$ cat src/rtl/link_pkg.sv
// Shared definitions for the inter-board player-state link.
// Packet: HEADER, B1, B2, B3, CHK with CHK = B1^B2^B3^CHK_SEED.
package link_pkg;

  localparam logic [7:0] HEADER   = 8'hA5;
  localparam logic [7:0] CHK_SEED = 8'h5A;

  typedef enum logic [2:0] {
    HUNT,
    GET_B1,
    GET_B2,
    GET_B3,
    GET_CHK
  } link_rx_state_t;

  // Field order makes {B3,B2,B1} a direct bit image of the struct
  typedef struct packed {
    logic [1:0]  level;
    logic [10:0] y;
    logic [10:0] x;
  } player_state_t;

  function automatic logic [23:0] pack_player(
    input player_state_t ps
  );
    return ps;
  endfunction

  function automatic player_state_t unpack_player(
    input logic [7:0] b1,
    input logic [7:0] b2,
    input logic [7:0] b3
  );
    return player_state_t'({b3, b2, b1});
  endfunction

  function automatic logic [7:0] link_chk(
    input logic [7:0] b1,
    input logic [7:0] b2,
    input logic [7:0] b3
  );
    return b1 ^ b2 ^ b3 ^ CHK_SEED;
  endfunction

endpackage

$ cat src/rtl/link_timeout_cnt.sv
// Saturating up-counter with synchronous clear.
// done is high while the count sits at MAX.
module link_timeout_cnt #(
  parameter int unsigned MAX = 20000
) (
  input  logic clk,
  input  logic rst,
  input  logic clr,
  input  logic en,
  output logic done
);

  localparam int W = $clog2(MAX + 1);
  localparam logic [W-1:0] LAST = W'(MAX);

  logic [W-1:0] cnt;

  always_ff @(posedge clk or negedge rst) begin
    if (!rst) begin
      cnt <= '0;
    end else if (clr) begin
      cnt <= '0;
    end else if (en && cnt != LAST) begin
      cnt <= cnt + 1'b1;
    end
  end

  assign done = (cnt == LAST);

endmodule

$ cat src/rtl/player_link_rx.sv
// Receive-side decoder for the player-state link: frames 5-byte
// packets, validates the checksum, tracks liveness and errors.
module player_link_rx
  import link_pkg::*;
#(
  parameter int unsigned GAP_CYCLES   = 20000,
  parameter int unsigned LINK_TIMEOUT = 10000000
) (
  input  logic        clk,
  input  logic        rst,
  input  logic [7:0]  rx_data,
  input  logic        rx_valid,
  output logic [11:0] x_value,
  output logic [11:0] y_value,
  output logic [1:0]  level,
  output logic        pkt_valid,
  output logic        link_up,
  output logic [7:0]  err_cnt
);

  link_rx_state_t state, state_nxt;
  player_state_t  ps;

  logic [7:0] b1, b2, b3;
  logic latch_b1, latch_b2, latch_b3;
  logic good, bad_pkt, gap_abort;
  logic chk_hit;
  logic gap_done, link_done;
  logic in_pkt;

  assign in_pkt  = (state != HUNT);
  assign chk_hit = (link_chk(b1, b2, b3) == rx_data);

  always_ff @(posedge clk or negedge rst) begin
    if (!rst) begin
      state <= HUNT;
    end else begin
      state <= state_nxt;
    end
  end

  // A byte arriving on the expiry cycle takes priority over the abort
  always_comb begin
    state_nxt = state;
    unique case (state)
      HUNT: begin
        if (rx_valid && rx_data == HEADER)
          state_nxt = GET_B1;
      end
      GET_B1: begin
        if (rx_valid)      state_nxt = GET_B2;
        else if (gap_done) state_nxt = HUNT;
      end
      GET_B2: begin
        if (rx_valid)      state_nxt = GET_B3;
        else if (gap_done) state_nxt = HUNT;
      end
      GET_B3: begin
        if (rx_valid)      state_nxt = GET_CHK;
        else if (gap_done) state_nxt = HUNT;
      end
      GET_CHK: begin
        if (rx_valid)      state_nxt = HUNT;
        else if (gap_done) state_nxt = HUNT;
      end
      default: state_nxt = HUNT;
    endcase
  end

  always_comb begin
    latch_b1  = 1'b0;
    latch_b2  = 1'b0;
    latch_b3  = 1'b0;
    good      = 1'b0;
    bad_pkt   = 1'b0;
    unique case (1'b1)
      (state == GET_B1): latch_b1 = rx_valid;
      (state == GET_B2): latch_b2 = rx_valid;
      (state == GET_B3): latch_b3 = rx_valid;
      (state == GET_CHK): begin
        good    = rx_valid && chk_hit;
        bad_pkt = rx_valid && !chk_hit;
      end
      default: ;
    endcase
    gap_abort = in_pkt && !rx_valid && gap_done;
  end

  always_ff @(posedge clk or negedge rst) begin
    if (!rst) begin
      b1 <= '0;
      b2 <= '0;
      b3 <= '0;
    end else begin
      if (latch_b1) b1 <= rx_data;
      if (latch_b2) b2 <= rx_data;
      if (latch_b3) b3 <= rx_data;
    end
  end

  link_timeout_cnt #(.MAX(GAP_CYCLES)) u_gap (
    .clk  (clk),
    .rst  (rst),
    .clr  (rx_valid || !in_pkt),
    .en   (in_pkt),
    .done (gap_done)
  );

  link_timeout_cnt #(.MAX(LINK_TIMEOUT)) u_link (
    .clk  (clk),
    .rst  (rst),
    .clr  (good),
    .en   (1'b1),
    .done (link_done)
  );

  always_ff @(posedge clk or negedge rst) begin
    if (!rst) begin
      ps        <= '0;
      pkt_valid <= 1'b0;
      link_up   <= 1'b0;
      err_cnt   <= '0;
    end else begin
      pkt_valid <= good;
      if (good)
        ps <= unpack_player(b1, b2, b3);
      if (good)
        link_up <= 1'b1;
      else if (link_done)
        link_up <= 1'b0;
      if ((bad_pkt || gap_abort) && err_cnt != 8'hFF)
        err_cnt <= err_cnt + 1'b1;
    end
  end

  assign x_value = {1'b0, ps.x};
  assign y_value = {1'b0, ps.y};
  assign level   = ps.level;

endmodule

$ cat config.mk
export PLATFORM = sky130hd
export DESIGN_NAME = player_link_rx
export DESIGN_NICKNAME = d
export VERILOG_FILES = /design/src/rtl/link_pkg.sv /design/src/rtl/link_timeout_cnt.sv /design/src/rtl/player_link_rx.sv
export SDC_FILE = /design/constraint.sdc
export NUM_CORES = 1
export LEC_CHECK = 0
export BUFFER_PORTS_ARGS = -buffer_cell sky130_fd_sc_hd__buf_2
export CORE_MARGIN = 4
export CORE_UTILIZATION = 48
export CTS_BUF_LIST = sky130_fd_sc_hd__clkbuf_4
export CTS_CLUSTER_SIZE = 28
export DETAILED_ROUTE_END_ITERATION = 8
export PLACE_DENSITY = 0.7
export SETUP_SLACK_MARGIN = 0.2
export SLEW_MARGIN = 20
export SYNTH_ARGS = -nofsm -noshare
export SYNTH_HDL_FRONTEND = slang
export SYNTH_SLANG_ARGS = --single-unit
$ cat constraint.sdc
create_clock -name clk -period 2.1 [get_ports clk]
set_input_delay 0.21 -clock clk [delete_from_list [all_inputs] [get_ports clk]]
set_output_delay 0.21 -clock clk [all_outputs]
set_load 0.02 [all_outputs]
## Word-level counts from Yosys, hierarchy flattened

Index checks and enable logic that the tools add are counted.

- $add $sub $neg: 3
- Equal/unequal tests: 12
- Muxes and demuxes: 18
- Bitwise operators: 3
- Reductions and logical operators: 17

Operator list:

| cell | count |
|---|---|
| 2-to-1 mux 24 bit | 2 |
| 2-to-1 mux 15 bit | 2 |
| adder 24 x 1 -> 24 bit, second input constant | 1 |
| == test 24 bit, second input constant | 1 |
| != test 24 bit, second input constant | 1 |
| 2-to-1 mux 3 bit | 6 |
| bitwise XOR 8 bit | 2 |
| adder 15 x 1 -> 15 bit, second input constant | 1 |
| == test 15 bit, second input constant | 1 |
| != test 15 bit, second input constant | 1 |
| case mux 3 bit (5 select lines) | 1 |
| adder 8 x 1 -> 8 bit, second input constant | 1 |
| == test 8 bit | 1 |
| == test 8 bit, second input constant | 1 |
| != test 8 bit, second input constant | 1 |
| logical AND 1 bit | 7 |
| 2-to-1 mux 1 bit | 7 |
| == test 3 x 2 -> 1 bit, second input constant | 2 |
| nonzero test 2 bit | 3 |
| inverter 4 bit | 1 |
| == test 3 x 1 -> 1 bit, second input constant | 1 |
| == test 3 bit, second input constant | 1 |
| logical NOT 1 bit | 3 |
| logical NOT 3 bit | 1 |
| 3 further kinds | 4 |

- Register bits: 100
- Bits of input ports: 11
- Output and inout bits: 36
- Logic and storage cells: 65

## Longest topological paths before layout

Gate-level depths: netlist of the first run.

- Word-level depth: 9
- Depth in mapped cells: 9
- Gate-level depth less buffers: 8

## Hierarchy

From an unflattened synthesis of the first run, not the netlist that was laid out.

- Cells, all modules: 425
- Area total of the unflattened synthesis: 5018.6 um^2

By module, submodules not included:

| module | times used | cells each | area each (um^2) | seq. area each (um^2) |
|---|---|---|---|---|
| player_link_rx | 1 | 202 | 2840.2 | 1526.5 |
| link_timeout_cnt (u_link) | 1 | 139 | 1355.0 | 600.6 |
| link_timeout_cnt (u_gap) | 1 | 84 | 823.3 | 375.4 |

## Least setup slack after synthesis of the first run

No wires, ideal clock.

- Kind: register to register
- From: register u_gap.cnt[0]
- To: register err_cnt[1]
- Library setup time: 0.128 ns
- Arrival: 2.028 ns
- Data required time: 1.972 ns
- Path slack: -0.056 ns
- Stages on the path, launching flop included: 10
- Buffers on the path: 1
- Period minus slack after synthesis: 2.156 ns
- Path through: dfrtp_1 > inv_1 > ha_1 > or2b_1 > nor4_4 > nand3_2 > or2_1 > buf_6 > a21oi_1 > mux2_1

- Cells in the longest elaborated chain, start to end: 4

RTL lines:

| what | RTL line | source |
|---|---|---|
| start: declaration | link_timeout_cnt.sv:16 | `logic [W-1:0] cnt;` |
| start signal: assignment | link_timeout_cnt.sv:24 | `cnt <= cnt + 1'b1;` |
| == test 15 bit | link_timeout_cnt.sv:28 | `assign done = (cnt == LAST);` |
| logical AND 1 bit | player_link_rx.sv:86 | `gap_abort = in_pkt && !rx_valid && gap_done;` |
| logical OR 1 bit | player_link_rx.sv:131 | `if ((bad_pkt \|\| gap_abort) && err_cnt != 8'hFF)` |
| logical AND 1 bit | player_link_rx.sv:131 |  |
| end signal: assignment | player_link_rx.sv:132 | `err_cnt <= err_cnt + 1'b1;` |
| end: declaration | player_link_rx.sv:18 | `output logic [7:0] err_cnt` |

No other way between the ends.
A chain may end at the register's enable or synchronous reset.

## Worst setup path in the final report of the first run

- From: register b3[0]
- To: register ps (netlist bit y_value[0])

- Cells in the longest elaborated chain, start to end: 4

RTL lines:

| what | RTL line | source |
|---|---|---|
| start: declaration | player_link_rx.sv:24 | `logic [7:0] b1, b2, b3;` |
| start signal: assignment | player_link_rx.sv:97 | `if (latch_b3) b3 <= rx_data;` |
| bitwise XOR 8 bit | link_pkg.sv:42 | `return b1 ^ b2 ^ b3 ^ CHK_SEED;` |
| == test 8 bit | player_link_rx.sv:32 | `assign chk_hit = (link_chk(b1, b2, b3) == rx_data);` |
| logical AND 1 bit | player_link_rx.sv:81 | `good = rx_valid && chk_hit;` |
| 2-to-1 mux 1 bit | player_link_rx.sv:76 | `unique case (1'b1)` |
| end signal: assignment | player_link_rx.sv:126 | `ps <= unpack_player(b1, b2, b3);` |
| end: declaration | player_link_rx.sv:22 | `player_state_t ps;` |

No other way between the ends.

==> results.cfg, run 1 <==
[worst_hold_path]
hold_path_depth = 2
hold_path.class = input pin to flip-flop

[placed_design]
hpwl_mm = 6.14
place_area_mm2 = 0.00522
globalplace.congestion = 0.753
portBuffers = 44

[synth]
synth_edf_count = 0
syn_area_mm2 = 0.00472
synth_cell_types = 47
netlist_instances = 403
synth-main-ff-cell = dfrtp_1
synth_seq_cells = 100
synth.avg_cell_area_um2 = 11.7
ys_seq_area_share_pct = 53.0
synth-async-reset-ratio_pct = 100
yosys_warnings = 0

[cells_and_area]
diodes = 0
fin_area_mm2 = 0.00556
syn_to_final_growth_pct = 17.8
fill_cells = 805
post-route-util_pct = 59.0
drive_gt1_share_pct = 35.5
finalNetCount = 496

[floorplanning]
die_y_um = 107
die_x_um = 107
ios = 47
die_area_mm2 = 0.0115
start_util_pct = 50.1
rows = 35
core_area_mm2 = 0.00942

[clocking]
cts_max_path_buffers = 2
cts_tree = yes
cts-htree-levels = 3
clk_latency_ns = 0.45
cts_num_sinks = 100
cts_buffers = 9
path_clk_slew_ns = 0.16
clock-root-buffer = clkbuf_4

[power_and_ir_drop]
swShare_pct = 31.8
leakage_nw = 2.67
pwr-share-comb_pct = 27.1
ir_drop_mv = 0.419
p_sw_mw = 1.47
clockPowerShare_pct = 20.0
seqPwrFrac_pct = 53.0
p_total_mw = 4.61
intPower_mw = 3.14
powerDensity_mw_per_mm2 = 830

[timing]
fin_setup_tns_ns = 0
timing.fmax_ghz = 0.489
grt_setup_unrepaired = true
finalSetupViolCount = 0
slew_headroom_pct = 64.7
layout_min_cycle_time_ns = 2.05
worst_pin_slew_ns = 0.530
hold_viol = 0
drv_slew = 0
skew_ns = 0.0182
period_share_pct = 97.5

[detailed_routing]
drc = 0
ant_nets = 0
totalWireLength_mm = 9.01
viasPerCell = 5.11
num_vias = 3138
avgRoutedWirePerCell_um = 14.7
drt-initial-drc-count = 104
dr.pass1.iters = 6

[critical_path]
endpoint_kind = flip-flop
setup.worst_path.class = flip-flop to flip-flop
start_kind = flip-flop
arrival_ns = 2.39
required_ns = 2.44
reg2regPathDepth = 8
worstPathMaxFanout = 20

[global_routing]
antenna_found_initial = 0
grt_max_degree = 43
overflow = 0
grt_pass1_wl_mm = 15.7
gr-usage-all-layers_pct = 17.1
grt_pass1_vias = 3308

[job]
cap_violations = 0

[outcome]
status = completed
-- final timing paths --
kind / startpoint / to / slack, ns
setup reg to reg: b3[0]$_DFFE_PN0P_ / y_value[0]$_DFFE_PN0P_ / 0.05
setup / recovery: b3[0]$_DFFE_PN0P_ / y_value[0]$_DFFE_PN0P_ / 0.05
max in group asynchronous: rst / y_value[9]$_DFFE_PN0P_ / 1.15
hold reg to reg: link_up$_DFFE_PN0P_ / link_up$_DFFE_PN0P_ / 0.50
hold / removal: rx_data[0] / b1[0]$_DFFE_PN0P_ / 0.06
min in group asynchronous: rst / u_link.cnt[4]$_DFFE_PN0P_ / 0.27
-- power by group through the flow --
stage | combinational, mW | sequential, mW | clock, mW
6_report | 1.25 | 2.44 | 0.920
3_5_place_dp | 1.05 | 2.49 | 0
4_1_cts | 1.24 | 2.44 | 0.960
5_1_grt | 1.38 | 2.49 | 1.04
3_3_place_gp | 1.03 | 2.46 | 0
2_1_floorplan | 0.804 | 2.42 | 0
-- layout make-up --
class / count / area, um2 / area share [%]
flip-flops and latches: 100 / 2500 / 45.0
multi-input cells: 283 / 2220 / 40.0
repair buffers: 78 / 520 / 9.37
well taps: 129 / 161 / 2.90
clock buffers: 10 / 75.1 / 1.35
clock inverters: 6 / 46.3 / 0.833
inverters: 8 / 30.0 / 0.540
-- sequential cells by signal, indices dropped and copies added, names as in the netlist, 8 cells and up --
name and flops:
b2 8, u_gap.cnt 15, u_link.cnt 24, b1 8, b3 8, y_value 11
err_cnt 8, x_value 11
-- worst max-delay path, stage by stage (launching register included) --
cell and delay, ns:
dfrtp_1 0.42, xor2_1 0.18, xnor2_1 0.14, nor4_1 0.31, buf_4 0.19, nand2_4 0.05, nor2_4 0.12, buf_12 0.19
mux2_2 0.35
-- layer usage --
layer  vias to the layer above  global-route usage [%]  share of wire, %
met5                         -                       0                 0
met4                         0                    4.66               1.2
met3                        11                    3.79               3.1
met2                        43                    28.6                49
met1                      1563                    22.4                47
li1                       1521                       -                 -
-- cells by family after synthesis --
| family | count (synthesis) | share of synthesized area (%) |
|---|---|---|
| buffers and inverters | 21 | 2.33 |
| AND/OR/NAND/NOR | 143 | 16.0 |
| XOR/XNOR | 60 | 11.1 |
| flip-flops | 100 | 53.0 |
| adder cells (fa/ha/maj) | 5 | 1.33 |
| AO/OA/AOI/OAI | 17 | 2.76 |
| other | 1 | 0.0795 |
| multiplexers | 56 | 13.3 |
-- layout by cell type (no fill, tap or decap), drive strengths merged, types with 11 or more instances in the layout --
cell type,instances
nor2,51
mux2,55
buf,77
xnor2,28
xor2,32
dfrtp,100
inv,11
nand4,12
nand3,21
nand2,22
-- synth_stat cells (3+ instances only) --
| library cell | number | area [um2] |
|---|---|---|
| inv_1 | 8 | 30.0 |
| nor2b_1 | 3 | 18.8 |
| and3_1 | 6 | 37.5 |
| xnor2_1 | 28 | 245 |
| nand2b_1 | 3 | 18.8 |
| a21oi_1 | 6 | 30.0 |
| nor2_1 | 50 | 188 |
| nand4_1 | 11 | 68.8 |
| mux2_2 | 51 | 574 |
| nand2_1 | 22 | 82.6 |
| mux2_1 | 4 | 45.0 |
| nand3_1 | 20 | 100 |
| a21boi_0 | 4 | 30.0 |
| buf_2 | 4 | 20.0 |
| ha_1 | 5 | 62.6 |
| xor2_1 | 32 | 280 |
| nor4_1 | 5 | 31.3 |
| dfrtp_1 | 100 | 2500 |
| clkbuf_1 | 3 | 11.3 |
| buf_4 | 5 | 37.5 |
-- per-stage QoR --
stage,hold slack [ns],cells,setup slack [ns]
6_report,0.0633,614,0.0531
5_1_grt,0.0190,614,-0.0415
4_1_cts,0.0210,611,0.0857
3_5_place_dp,0.229,583,-0.0258
3_3_place_gp,0.223,583,0.0310
2_1_floorplan,-0.0856,404,0.0213
-- what timing repair did --
action | 4_1_cts | 5_1_grt
resized for setup | 17 | 10
endpoints found under the setup margin | 57 | 59
hold buffers | 1 | 0
endpoints found under the hold margin | 36 | 0
buffers inserted | 11 | 3
pin swaps | 3 | 2
Power figures use the tool's default switching activity.
==> run 2: changes to the inputs <==
--- a/config.mk
+++ b/config.mk
@@ -7,11 +7,10 @@
 export LEC_CHECK = 0
 export BUFFER_PORTS_ARGS = -buffer_cell sky130_fd_sc_hd__buf_2
 export CORE_MARGIN = 4
-export CORE_UTILIZATION = 48
+export CORE_UTILIZATION = 30
 export CTS_BUF_LIST = sky130_fd_sc_hd__clkbuf_4
 export CTS_CLUSTER_SIZE = 28
 export DETAILED_ROUTE_END_ITERATION = 8
-export PLACE_DENSITY = 0.7
 export SETUP_SLACK_MARGIN = 0.2
 export SLEW_MARGIN = 20
 export SYNTH_ARGS = -nofsm -noshare
==> run 2 against run 1 <==
Against the previous run: the run now ends with setup timing left; non-clock buffer count increased by 11; sequential share of layout area decreased by 4.1 points; clock skew increased by 0.011 ns; first-iteration DRC count increased by 18%; critical path depth increased by 1; register-to-register slack got worse by 0.08 ns; critical endpoint is now level[1]$_DFFE_PN0P_; largest cell class unchanged; largest power group unchanged.
==> results.cfg, run 2 (synthesized netlist as in run 1, its figures left out) <==
[timing]
slew_headroom_pct = 58.7
worst_pin_slew_ns = 0.619
skew_ns = 0.0292
layout_min_cycle_time_ns = 2.13
timing.fmax_ghz = 0.470
grt_setup_unrepaired = true
drv_slew = 0
worst_slack_ns = -0.0265
period_share_pct = 101
finalSetupViolCount = 18
hold_viol = 0
hold_slack_ns = 0.0636

[floorplanning]
die_x_um = 133
die_y_um = 133
ios = 47
rows = 45
die_area_mm2 = 0.0178
core_area_mm2 = 0.0153
start_util_pct = 30.8

[cells_and_area]
mostFrequentLayoutCell = dfrtp_1
top_regs = u_link.cnt x24, u_gap.cnt x15
drive_gt1_share_pct = 41.0
largest_reg_flops = 24
finalNetCount = 507
diodes = 0
top_register = u_link.cnt
layout_common_cells = dfrtp_1, buf_2, xor2_1
syn_to_final_growth_pct = 29.6
instances_no_fill = 706
fill_cells = 1515

[global_routing]
gr-usage-all-layers_pct = 12.1
grt_pass1_wl_mm = 17.2
antenna_found_initial = 1
overflow = 0
grt_pass1_vias = 3381
grt_max_degree = 47

[placed_design]
portBuffers = 44
globalplace.congestion = 0.790
pre_cts_slack_ns = 0.00116
dp.cells = 668
hpwl_mm = 6.69

[critical_path]
cp-startpoint = b1[5]$_DFFE_PN0P_
reg2regPathDepth = 9
endpoint_kind = flip-flop
start_kind = flip-flop
reg2reg_slack_ns = -0.03
required_ns = 2.46
cp-endpoint = level[1]$_DFFE_PN0P_
r2r-start = b1[5]$_DFFE_PN0P_
timing.rr.end = level[1]$_DFFE_PN0P_
arrival_ns = 2.49
worstPathMaxFanout = 8
setup.worst_path.class = flip-flop to flip-flop

[detailed_routing]
dr.pass1.iters = 4
ant_nets = 0
drc = 0
num_vias = 3262
totalWireLength_mm = 10.1
drt-initial-drc-count = 123
viasPerCell = 4.62
avgRoutedWirePerCell_um = 14.4

[worst_hold_path]
hold_path.class = input pin to flip-flop

[clocking]
cts_tree = yes
clk_latency_ns = 0.47
clock-root-buffer = clkbuf_4
cts-htree-levels = 3
cts_max_path_buffers = 2
path_clk_slew_ns = 0.15
cts_num_sinks = 100
cts_buffers = 9

[power_and_ir_drop]
ir_drop_mv = 0.385
leakage_nw = 2.76
powerDensity_mw_per_mm2 = 772
p_total_mw = 4.72

[job]
cap_violations = 0

[outcome]
status = complete, but fails checks
violations = setup timing
run 2: cell types whose count changed in the layout (fill, tap and decap cells not counted), moves of 3 or more:
cell / previous run / this run
buf_12: 2 / 5
dlygate4sd3_1: 1 / 7
mux2_4: 9 / 28
nor2_4: 1 / 18
buf_16: 0 / 4
xnor2_1: 27 / 24
clkinv_2: 0 / 3
nor2_1: 49 / 31
xnor2_2: 1 / 4
mux2_2: 44 / 27
inv_6: 3 / 0
run 2: worst min-delay path by stage:
stage | from | endpoint | slack, ns | cells past startpoint
after floorplan | rst | b1[0]$_DFFE_PN0P_ | -0.09 | 0
after global placement | rst | u_link.cnt[20]$_DFFE_PN0P_ | 0.26 | 1
after detailed placement | rst | u_link.cnt[20]$_DFFE_PN0P_ | 0.27 | 1
after CTS | rx_data[1] | b1[1]$_DFFE_PN0P_ | 0.0008 | 2
after global routing | rx_data[4] | b1[4]$_DFFE_PN0P_ | 0.03 | 2
final | rx_data[1] | b1[1]$_DFFE_PN0P_ | 0.06 | 2
run 2: cell type report:
type	instances	area (um2)	share of cell area, %
inverter	8	30.0	0.491
sequential	100	2500	40.9
tap	211	264	4.32
clock buffer	9	67.6	1.10
multi-input combinational	283	2460	40.2
clock inverter	6	56.3	0.921
timing repair buffer	89	736	12.0
run 2: timing repair:
action	in CTS	in global routing
setup endpoints to repair	57	57
gates resized for setup	78	17
gates cloned	4	0
pin swaps	17	11
hold buffers	7	0
setup buffers	7	5
endpoints found under the hold margin	56	0
run 2: through the flow:
| stage | area [um2] | utilization [%] | setup TNS, ns |
|---|---|---|---|
| after floorplan | 4740 | - | 0 |
| after global placement | 5340 | 34.9 | 0 |
| after detailed placement | 5340 | 34.9 | 0 |
| after CTS | 6000 | 39.2 | -0.0468 |
| after global routing | 6120 | 39.9 | -4.40 |
| final | 6120 | 39.9 | -0.316 |
run 2: metal layers:
metal	GRT usage [%]	share of wire, %
met3	2.83	3.7
met2	19.3	49
met4	5.66	2.4
met5	0	0.13
met1	15.5	44
run 2: critical path, cell delays in order, from the launching register on:
cell and delay [ns]:
dfrtp_1 0.45, xnor2_2 0.16, xnor2_1 0.13, nor4_1 0.29
buf_4 0.19, nand2_4 0.05, nor2_4 0.17, buf_12 0.15
buf_16 0.13, mux2_4 0.29
run 2: power by group:
group | switching (mW) | internal, mW | total, mW
logic | 0.544 | 0.725 | 1.27
clock network | 0.626 | 0.347 | 0.974
registers | 0.292 | 2.18 | 2.48
